**src/rtl/dm_ctrl_pkg.sv**
```systemverilog
// Shared widths, opcode values and payload types for the MEM-stage data-memory controller.
package dm_ctrl_pkg;

    localparam int unsigned OP_W  = 6;
    localparam int unsigned XLEN  = 32;
    localparam int unsigned BE_W  = 4;
    localparam int unsigned CNT_W = 8;

    localparam logic [OP_W-1:0] OP_LB  = 6'h20;
    localparam logic [OP_W-1:0] OP_LH  = 6'h21;
    localparam logic [OP_W-1:0] OP_LW  = 6'h23;
    localparam logic [OP_W-1:0] OP_LBU = 6'h24;
    localparam logic [OP_W-1:0] OP_LHU = 6'h25;
    localparam logic [OP_W-1:0] OP_SB  = 6'h28;
    localparam logic [OP_W-1:0] OP_SH  = 6'h29;
    localparam logic [OP_W-1:0] OP_SW  = 6'h2B;

    typedef struct packed {
        logic [BE_W-1:0] be;
        logic [XLEN-1:0] data;
        logic            misaligned;
    } store_fmt_t;

    function automatic logic is_load(input logic [OP_W-1:0] op);
        return (op == OP_LB) || (op == OP_LBU) || (op == OP_LH) ||
               (op == OP_LHU) || (op == OP_LW);
    endfunction

    function automatic logic is_store(input logic [OP_W-1:0] op);
        return (op == OP_SB) || (op == OP_SH) || (op == OP_SW);
    endfunction

    function automatic logic is_mem(input logic [OP_W-1:0] op);
        return is_load(op) || is_store(op);
    endfunction

endpackage

```
**src/rtl/dm_store_fmt.sv**
```systemverilog
// Byte-lane enables, lane-replicated store data and alignment check for one MEM-stage op.
module dm_store_fmt
    import dm_ctrl_pkg::*;
(
    input  logic [OP_W-1:0] i_op,
    input  logic [1:0]      i_addr_lo,
    input  logic [XLEN-1:0] i_wdata,
    output store_fmt_t      o_fmt
);

    always_comb begin
        o_fmt = '0;
        case (i_op)
            OP_SB: begin
                o_fmt.be   = 4'b0001 << i_addr_lo;
                o_fmt.data = {4{i_wdata[7:0]}};
            end
            OP_SH: begin
                o_fmt.be         = i_addr_lo[1] ? 4'b1100 : 4'b0011;
                o_fmt.data       = {2{i_wdata[15:0]}};
                o_fmt.misaligned = i_addr_lo[0];
            end
            OP_SW: begin
                o_fmt.be         = 4'b1111;
                o_fmt.data       = i_wdata;
                o_fmt.misaligned = |i_addr_lo;
            end
            OP_LB, OP_LBU: begin
                o_fmt.be = 4'b1111;
            end
            OP_LH, OP_LHU: begin
                o_fmt.be         = 4'b1111;
                o_fmt.misaligned = i_addr_lo[0];
            end
            OP_LW: begin
                o_fmt.be         = 4'b1111;
                o_fmt.misaligned = |i_addr_lo;
            end
            default: o_fmt = '0;
        endcase
    end

endmodule

```
**src/rtl/dm_ctrl.sv**
```systemverilog
// MEM-stage data-memory controller: issues one req/ack access per memory op, stalls the
// pipeline while it is outstanding and registers the MEM/WB payload for the load extender.
module dm_ctrl
    import dm_ctrl_pkg::*;
#(
    parameter int unsigned MAX_WAIT = 255
) (
    input  logic            clk,
    input  logic            rstn,
    input  logic            mem_valid,
    input  logic            flush,
    input  logic [OP_W-1:0] OP,
    input  logic [XLEN-1:0] addr,
    input  logic [XLEN-1:0] wdata,
    output logic            stall_o,
    output logic            dm_req,
    output logic            dm_we,
    output logic [BE_W-1:0] dm_be,
    output logic [XLEN-1:0] dm_addr,
    output logic [XLEN-1:0] dm_wdata,
    input  logic            dm_ack,
    input  logic [XLEN-1:0] dm_rdata,
    output logic [XLEN-1:0] dm_rd_wb,
    output logic [1:0]      ctrl_wb,
    output logic [OP_W-1:0] op_wb,
    output logic            wb_valid,
    output logic            exc_adel,
    output logic            exc_ades,
    output logic            bus_err
);

    typedef enum logic {IDLE = 1'b0, BUSY = 1'b1} state_t;

    state_t           r_state;
    logic [CNT_W-1:0] r_cnt;

    store_fmt_t w_fmt;
    logic       w_live;
    logic       w_accept;
    logic       w_bad;
    logic       w_timeout;

    dm_store_fmt u_store_fmt (
        .i_op      (OP),
        .i_addr_lo (addr[1:0]),
        .i_wdata   (wdata),
        .o_fmt     (w_fmt)
    );

    assign w_live    = mem_valid & ~flush;
    assign w_accept  = (r_state == IDLE) & w_live & is_mem(OP) & ~w_fmt.misaligned;
    assign w_bad     = w_live & w_fmt.misaligned;
    assign w_timeout = (r_state == BUSY) & ~dm_ack & (r_cnt == CNT_W'(MAX_WAIT));
    assign stall_o   = w_accept | ((r_state == BUSY) & ~dm_ack & ~w_timeout);

    // A flush while BUSY never cancels the access; it only clears wb_valid at the ack edge.
    always_ff @(posedge clk) begin
        if (!rstn) begin
            r_state  <= IDLE;
            r_cnt    <= '0;
            dm_req   <= 1'b0;
            dm_we    <= 1'b0;
            dm_be    <= '0;
            dm_addr  <= '0;
            dm_wdata <= '0;
            dm_rd_wb <= '0;
            ctrl_wb  <= '0;
            op_wb    <= '0;
            wb_valid <= 1'b0;
            exc_adel <= 1'b0;
            exc_ades <= 1'b0;
            bus_err  <= 1'b0;
        end else begin
            exc_adel <= 1'b0;
            exc_ades <= 1'b0;
            bus_err  <= 1'b0;
            case (r_state)
                IDLE: begin
                    ctrl_wb  <= addr[1:0];
                    op_wb    <= OP;
                    dm_rd_wb <= '0;
                    if (w_accept) begin
                        r_state  <= BUSY;
                        r_cnt    <= '0;
                        dm_req   <= 1'b1;
                        dm_we    <= is_store(OP);
                        dm_be    <= w_fmt.be;
                        dm_addr  <= {addr[XLEN-1:2], 2'b00};
                        dm_wdata <= w_fmt.data;
                        wb_valid <= 1'b0;
                    end else begin
                        wb_valid <= w_live & ~w_fmt.misaligned;
                        exc_adel <= w_bad & is_load(OP);
                        exc_ades <= w_bad & is_store(OP);
                    end
                end
                BUSY: begin
                    if (dm_ack) begin
                        r_state  <= IDLE;
                        dm_req   <= 1'b0;
                        wb_valid <= w_live;
                        dm_rd_wb <= is_load(op_wb) ? dm_rdata : '0;
                    end else if (w_timeout) begin
                        r_state  <= IDLE;
                        dm_req   <= 1'b0;
                        wb_valid <= 1'b0;
                        dm_rd_wb <= '0;
                        bus_err  <= 1'b1;
                    end else begin
                        r_cnt    <= r_cnt + CNT_W'(1);
                        wb_valid <= 1'b0;
                    end
                end
                default: r_state <= IDLE;
            endcase
        end
    end

endmodule

```
**config.mk**
```make
export PLATFORM = sky130hd
export DESIGN_NAME = dm_ctrl
export DESIGN_NICKNAME = d
export VERILOG_FILES = /design/src/rtl/dm_ctrl_pkg.sv /design/src/rtl/dm_store_fmt.sv /design/src/rtl/dm_ctrl.sv
export SDC_FILE = /design/constraint.sdc
export NUM_CORES = 1
export LEC_CHECK = 0
export CAP_MARGIN = 5
export CORE_ASPECT_RATIO = 2
export CORE_MARGIN = 3
export CORE_UTILIZATION = 35
export DETAILED_ROUTE_END_ITERATION = 12
export GPL_TIMING_DRIVEN = 1
export PLACE_DENSITY = 0.69
export SYNTH_ARGS = -nofsm -noshare
export SYNTH_HDL_FRONTEND = slang
export SYNTH_HIERARCHICAL = 1
export SYNTH_SLANG_ARGS = --single-unit
```
**constraint.sdc**
```tcl
create_clock -name clk -period 7 [get_ports clk]
set_clock_uncertainty 0.05 [all_clocks]
set_input_delay 1.4 -clock clk [delete_from_list [all_inputs] [get_ports clk]]
set_output_delay 1.4 -clock clk [all_outputs]
set_load 0.01 [all_outputs]
```
==> results of run 1 <==
-- synth_stat cells (all sizes together), types with 6 or more instances --
cell type / number
dfxtp: 121
o21ai: 73
a21oi: 72
nand3: 71
nor2: 51
clkbuf: 36
a22oi: 32
buf: 21
a22o: 15
mux2i: 15
and2: 10
nand2: 7
nand2b: 7
nor3: 7
o2bb2ai: 6
-- state kept, by name, summed over array words and instances (netlist names) --
name	count
dm_rd_wb	32
ctrl_wb	2
dm_addr	30
wb_valid	1
r_state	1
dm_we	1
r_cnt	8
dm_req	1
exc_ades	1
exc_adel	1
dm_wdata	32
bus_err	1
op_wb	6
dm_be	4
-- critical path, cell delays in order --
cell and delay (ns):
clkdlybuf4s50_1 0.75, and3b_1 0.26, a31oi_1 0.12, nor4b_1 0.94
a21o_2 0.21, o22ai_1 0.12, clkdlybuf4s50_1 0.53
-- where the power goes --
group	switching [mW]	internal, mW
Clock	0.323	0.697
Sequential	0.00473	0.695
Combinational	0.0778	0.0779
-- worst paths after layout --
path                                    to  depth (start not counted)  slack [ns]                startpoint
setup / recovery                   stall_o                          7        1.21                     OP[1]
hold reg to reg   dm_addr[10]$_SDFFE_PN0P_                          2        0.42  dm_addr[10]$_SDFFE_PN0P_
hold / removal    dm_addr[10]$_SDFFE_PN0P_                          2        0.42  dm_addr[10]$_SDFFE_PN0P_
setup reg to reg        dm_we$_SDFFE_PN0P_                          3        4.75        r_state$_SDFF_PN0_
-- layout by cell type, fill, tap and decap left out, drive strengths merged, types with 2 or more instances in the layout --
| cell | netlist | routed |
|---|---|---|
| clkdlybuf4s50 | 0 | 219 |
| dfxtp | 121 | 121 |
| o21ai | 73 | 73 |
| a21oi | 72 | 72 |
| nand3 | 71 | 71 |
| nor2 | 51 | 51 |
| a22oi | 32 | 32 |
| clkbuf | 36 | 21 |
| mux2i | 15 | 15 |
| a22o | 15 | 15 |
| and2 | 10 | 10 |
| nand2 | 7 | 7 |
| buf | 21 | 7 |
| nand2b | 7 | 7 |
| nor3 | 7 | 7 |
| bufinv | 0 | 6 |
| o2bb2ai | 6 | 6 |
| clkinv | 0 | 6 |
| nor2b | 4 | 4 |
| nand4 | 4 | 4 |
| a211oi | 4 | 4 |
| o31ai | 4 | 4 |
| inv | 4 | 3 |
| a21o | 3 | 3 |
| and3 | 2 | 2 |
| nor4 | 2 | 2 |
| xnor2 | 2 | 2 |
| conb | 1 | 2 |
| or3b | 2 | 2 |
| or3 | 2 | 2 |
| a2111oi | 2 | 2 |
-- area by class of cell --
cell class                      count  area share (%)
Tap cell                          189           2.939
Sequential cell                   121           30.11
Clock buffer                       21           5.848
Multi-Input combinational cell    415           30.31
Timing Repair Buffer              226           27.90
Inverter                            4          0.2022
Clock inverter                     11           2.691
-- cells by family (layout without fill, tap and decap cells) --
kind of cell	count (synthesis)	after routing
and+or+nand+nor	178	178
buffers and inverters	61	262
AOI/OAI and AO/OA	216	216
DFF	121	121
adders and majority gates	1	1
xor gates and xnor gates	3	3
other	1	2
muxes	15	15
-- routing by layer --
metal	share of wire, %	global-route usage, %	up-vias
li1	-	-	2548
met2	51	39.00	257
met1	37	23.68	2532
met4	3.6	9.509	0
met3	8.0	7.574	46
met5	0	0	-
==> impl_metrics.env, run 1 <==
export IMPL_synth_top_family_by_area="compound AO/OA/AOI/OAI gates"
export IMPL_period_minus_slack_ns=5.788
export IMPL_cts_tree="yes"
export IMPL_yosysTopAreaCellShare_pct=47.50
export IMPL_path_class="in -> out"
export IMPL_rsz0062_at_grt="false"
export IMPL_h_tree_depth=4
export IMPL_ant_nets=0
export IMPL_first_iter_violations=230
export IMPL_fill_cells=1257
export IMPL_synth_area_sq_mm=0.005100
export IMPL_slew_viol_final=0
export IMPL_insertedDiodeCount=0
export IMPL_first_global_vias=5463
export IMPL_grt_pass1_wl_microns=28410
export IMPL_ys_seq_area_share_pct=47.50
export IMPL_multi_input_area_sq_mm=0.002439
export IMPL_synthFlopType="dfxtp_1"
export IMPL_cts_root_buf="clkbuf_16"
export IMPL_finalPower_mw=1.876
export IMPL_final_core_util_pct=56.98
export IMPL_finalNonFillerCells=987
export IMPL_place_gp_congestion=0.8564
export IMPL_die_area_sq_mm=0.01614
export IMPL_power_density_mw_per_mm2=233.1
export IMPL_core_sq_mm=0.01412
export IMPL_period_share_pct=82.68
export IMPL_synth_seq_cells=121
export IMPL_dieWidth_microns=91.36
export IMPL_seq_area_sq_mm=0.002422
export IMPL_yosys_area_share_simple_pct=17.89
export IMPL_syn_to_final_growth_pct=57.75
export IMPL_cts_hold_buf=0
export IMPL_detailed_place_area_sq_mm=0.007358
export IMPL_clock_sinks=121
export IMPL_grt_remaining_overflow=0
export IMPL_syn_inst=596
export IMPL_endpoint_kind="primary output"
export IMPL_grtUsageTotal_pct=22.09
export IMPL_cap_violations=0
export IMPL_clock_latency_ns=0.40
export IMPL_drt_total_wl_microns=18030
export IMPL_yosys_area_top_type="dfxtp_1"
export IMPL_port_buffers=219
export IMPL_antenna_found_initial=0
export IMPL_clockBufferDepth=2
export IMPL_finalHoldViolCount=0
export IMPL_place_ws_ns=1.334
export IMPL_startpoint_type="input pin"
export IMPL_post_cts_buffers=0
export IMPL_synth_compound_area_share_pct=25.42
export IMPL_start_util_pct=36.12
export IMPL_ys_warn_count=6
export IMPL_post_drt_wl_per_cell_microns=18.27
export IMPL_path_clk_slew_ns=0.06
export IMPL_async_flop_share_pct=0
export IMPL_grt_max_degree=74
export IMPL_status="complete, no violations"
export IMPL_synth_distinct_cells=52
export IMPL_rows=61
export IMPL_synth_area_per_cell_sq_um=8.557
export IMPL_synth_edf_count=0
export IMPL_layout_setup_ws_ns=1.212
export IMPL_synth_xor_area_share_pct=0.5152
export IMPL_fin_hold_ws_ns=0.4231
export IMPL_fin_area_sq_mm=0.008045
export IMPL_cp_max_fo=14
export IMPL_timing_fmax_ghz=0.1728
export IMPL_drive_gt1_share_pct=6.140
export IMPL_firstDrtPassIters=5
export IMPL_via_per_inst=5.454
export IMPL_boundaryPins=222
export IMPL_setup_violations=0
export IMPL_chipHeight_microns=176.7
export IMPL_cts_buffers=17
export IMPL_drc=0
export IMPL_dp_cells=955
export IMPL_hp_class="reg -> reg"
export IMPL_vias=5383
export IMPL_slew_headroom_pct=23.78
export IMPL_worst_slew_pin_slew_ns=1.139
export IMPL_critPathArrivalTime_ns=4.34
export IMPL_fin_setup_tns_ns=0
export IMPL_fin_nets=893
export IMPL_yosys_top_cells_area="dfxtp_1 47%, a21oi_1 7.1%, o21ai_0 7.1%"
export IMPL_muxShareOfSynthArea_pct=2.944
export IMPL_cp_data_required_time_ns=5.55
export IMPL_synthAdderAreaFrac_pct=0.2453
export IMPL_cellLeakagePower_nw=2.745
export IMPL_place_hpwl_microns=12610
export IMPL_ir_drop_uv=193.5
export IMPL_cts_repair_resized=0
Power figures use the tool's default switching activity.
==> inputs of run 2 (changes only) <==
Settings changed: PLACE_DENSITY 0.69 to 0.71.
Clock period 7 ns to 4.66 ns, I/O delays scaled along.
==> impl_metrics.env, run 2 (synthesis results as in run 1) <==
export IMPL_worst_slew_pin_slew_ns=0.8297
export IMPL_rr_endpoint="r_cnt[2]$_SDFFE_PN0P_"
export IMPL_cp_data_required_time_ns=3.68
export IMPL_drt_total_wl_microns=18320
export IMPL_grt_max_degree=74
export IMPL_clock_latency_ns=0.40
export IMPL_layout_setup_ws_ns=0.4966
export IMPL_cts_hold_buf=0
export IMPL_crit_buf_inv=2
export IMPL_first_iter_violations=279
export IMPL_core_sq_mm=0.01412
export IMPL_path_class="in -> out"
export IMPL_post_cts_buffers=0
export IMPL_place_hpwl_microns=13010
export IMPL_fin_nets=897
export IMPL_place_ws_ns=0.5173
export IMPL_r2r_slack_ns=2.24
export IMPL_hp_class="reg -> reg"
export IMPL_start_util_pct=36.12
export IMPL_drive_gt1_share_pct=6.250
export IMPL_period_minus_slack_ns=4.163
export IMPL_grtUsageTotal_pct=22.39
export IMPL_critical_path_cell_chain="clkdlybuf4s50_1, and3b_1, a31oi_1, nor4b_1, a21o_2, o22ai_1, clkdlybuf4s50_1"
export IMPL_endpoint_kind="primary output"
export IMPL_endpoint="stall_o"
export IMPL_cp_max_fo=8
export IMPL_setup_violations=0
export IMPL_chipHeight_microns=176.7
export IMPL_status="complete, no violations"
export IMPL_clock_sinks=121
export IMPL_via_per_inst=5.411
export IMPL_timing_fmax_ghz=0.2402
export IMPL_clockBufferDepth=2
export IMPL_period_share_pct=89.34
export IMPL_ir_drop_uv=312.9
export IMPL_crit_path_top_delay_cell="clkdlybuf4s50_1"
export IMPL_crit_top_cell="clkdlybuf4s50_1"
export IMPL_detailed_place_area_sq_mm=0.007401
export IMPL_first_global_vias=5491
export IMPL_fin_area_sq_mm=0.007964
export IMPL_slowest_delay_ns=0.62
export IMPL_fin_hold_ws_ns=0.4223
export IMPL_cts_root_buf="clkbuf_16"
export IMPL_place_gp_congestion=0.8720
export IMPL_die_area_sq_mm=0.01614
export IMPL_vias=5357
export IMPL_cellLeakagePower_nw=2.706
export IMPL_final_common_cell="clkdlybuf4s50_1"
export IMPL_fill_cells=1250
export IMPL_worstReg2RegStart="r_state$_SDFF_PN0_"
export IMPL_firstDrtPassIters=5
export IMPL_drc=0
export IMPL_path_clk_slew_ns=0.05
export IMPL_critPathArrivalTime_ns=3.18
export IMPL_syn_to_final_growth_pct=56.16
export IMPL_finalHoldViolCount=0
export IMPL_cp_startpoint="OP[2]"
export IMPL_cap_violations=0
export IMPL_cts_tree="yes"
export IMPL_cp_top_family="buffers and inverters"
export IMPL_cts_repair_resized=0
export IMPL_ant_nets=0
export IMPL_grt_remaining_overflow=0
export IMPL_largestRegisters="dm_rd_wb x32, dm_wdata x32, dm_addr x30"
export IMPL_rows=61
export IMPL_grt_pass1_wl_microns=28750
export IMPL_layout_common_cells="219 x clkdlybuf4s50_1, 121 x dfxtp_1, 72 x o21ai_0"
export IMPL_dieWidth_microns=91.36
export IMPL_cts_buffers=17
export IMPL_rsz0062_at_grt="false"
export IMPL_fin_setup_tns_ns=0
export IMPL_slew_viol_final=0
export IMPL_crit_cells=7
export IMPL_final_core_util_pct=56.40
export IMPL_r2r_cells=4
export IMPL_slew_headroom_pct=44.61
export IMPL_power_density_mw_per_mm2=318.4
export IMPL_post_drt_wl_per_cell_microns=18.50
export IMPL_h_tree_depth=4
export IMPL_startpoint_type="input pin"
export IMPL_port_buffers=219
export IMPL_antenna_found_initial=1
export IMPL_boundaryPins=222
run 2: layout make-up:
cell class	count	area (sq um)	area share [%]
Antenna cell	1	2.502	0.03142
Clock buffer	21	460.4	5.782
Clock inverter	9	100.1	1.257
Inverter	4	16.27	0.2042
Multi-Input combinational cell	415	2439	30.62
Sequential cell	121	2422	30.42
Tap cell	189	236.5	2.969
Timing Repair Buffer	230	2287	28.72
run 2: layer usage:
metal	part of all wire, %	GRT usage [%]	wire length (microns)
met1	36	23.40	6639
met2	54	41.46	9850
met3	6.7	6.170	1222
met4	3.3	9.383	606
met5	0	0	0
run 2: how the worst min path moves through the flow:
stage / to / startpoint / slack [ns] / cells after the start
3_5_place_dp: dm_addr[19]$_SDFFE_PN0P_ / dm_addr[19]$_SDFFE_PN0P_ / 0.42 / 2
4_1_cts: dm_addr[19]$_SDFFE_PN0P_ / dm_addr[19]$_SDFFE_PN0P_ / 0.42 / 2
6_report: dm_addr[26]$_SDFFE_PN0P_ / dm_addr[26]$_SDFFE_PN0P_ / 0.42 / 2
5_1_grt: dm_addr[6]$_SDFFE_PN0P_ / dm_addr[6]$_SDFFE_PN0P_ / 0.45 / 2
3_3_place_gp: dm_addr[19]$_SDFFE_PN0P_ / dm_addr[19]$_SDFFE_PN0P_ / 0.41 / 2
2_1_floorplan: r_cnt[7]$_SDFFE_PN0P_ / r_cnt[7]$_SDFFE_PN0P_ / 0.40 / 1
run 2: metrics by stage:
stage | power (mW) | instances
global placement | 1.303 | 959
floorplan | 1.160 | 597
detailed placement | 1.308 | 959
finish | 2.536 | 990
CTS | 2.561 | 989
global route | 2.632 | 990
run 2: worst register-to-register path: stages, from the launching register on:
cell	delay [ns]
dfxtp_1	0.86
or3_4	0.27
buf_4	0.52
o21ai_1	0.40
nor3_1	0.25
run 2: power by group:
part	internal (mW)	switching, mW
Combinational	0.119	0.117
Clock	0.803	0.445
Sequential	1.04	0.00651
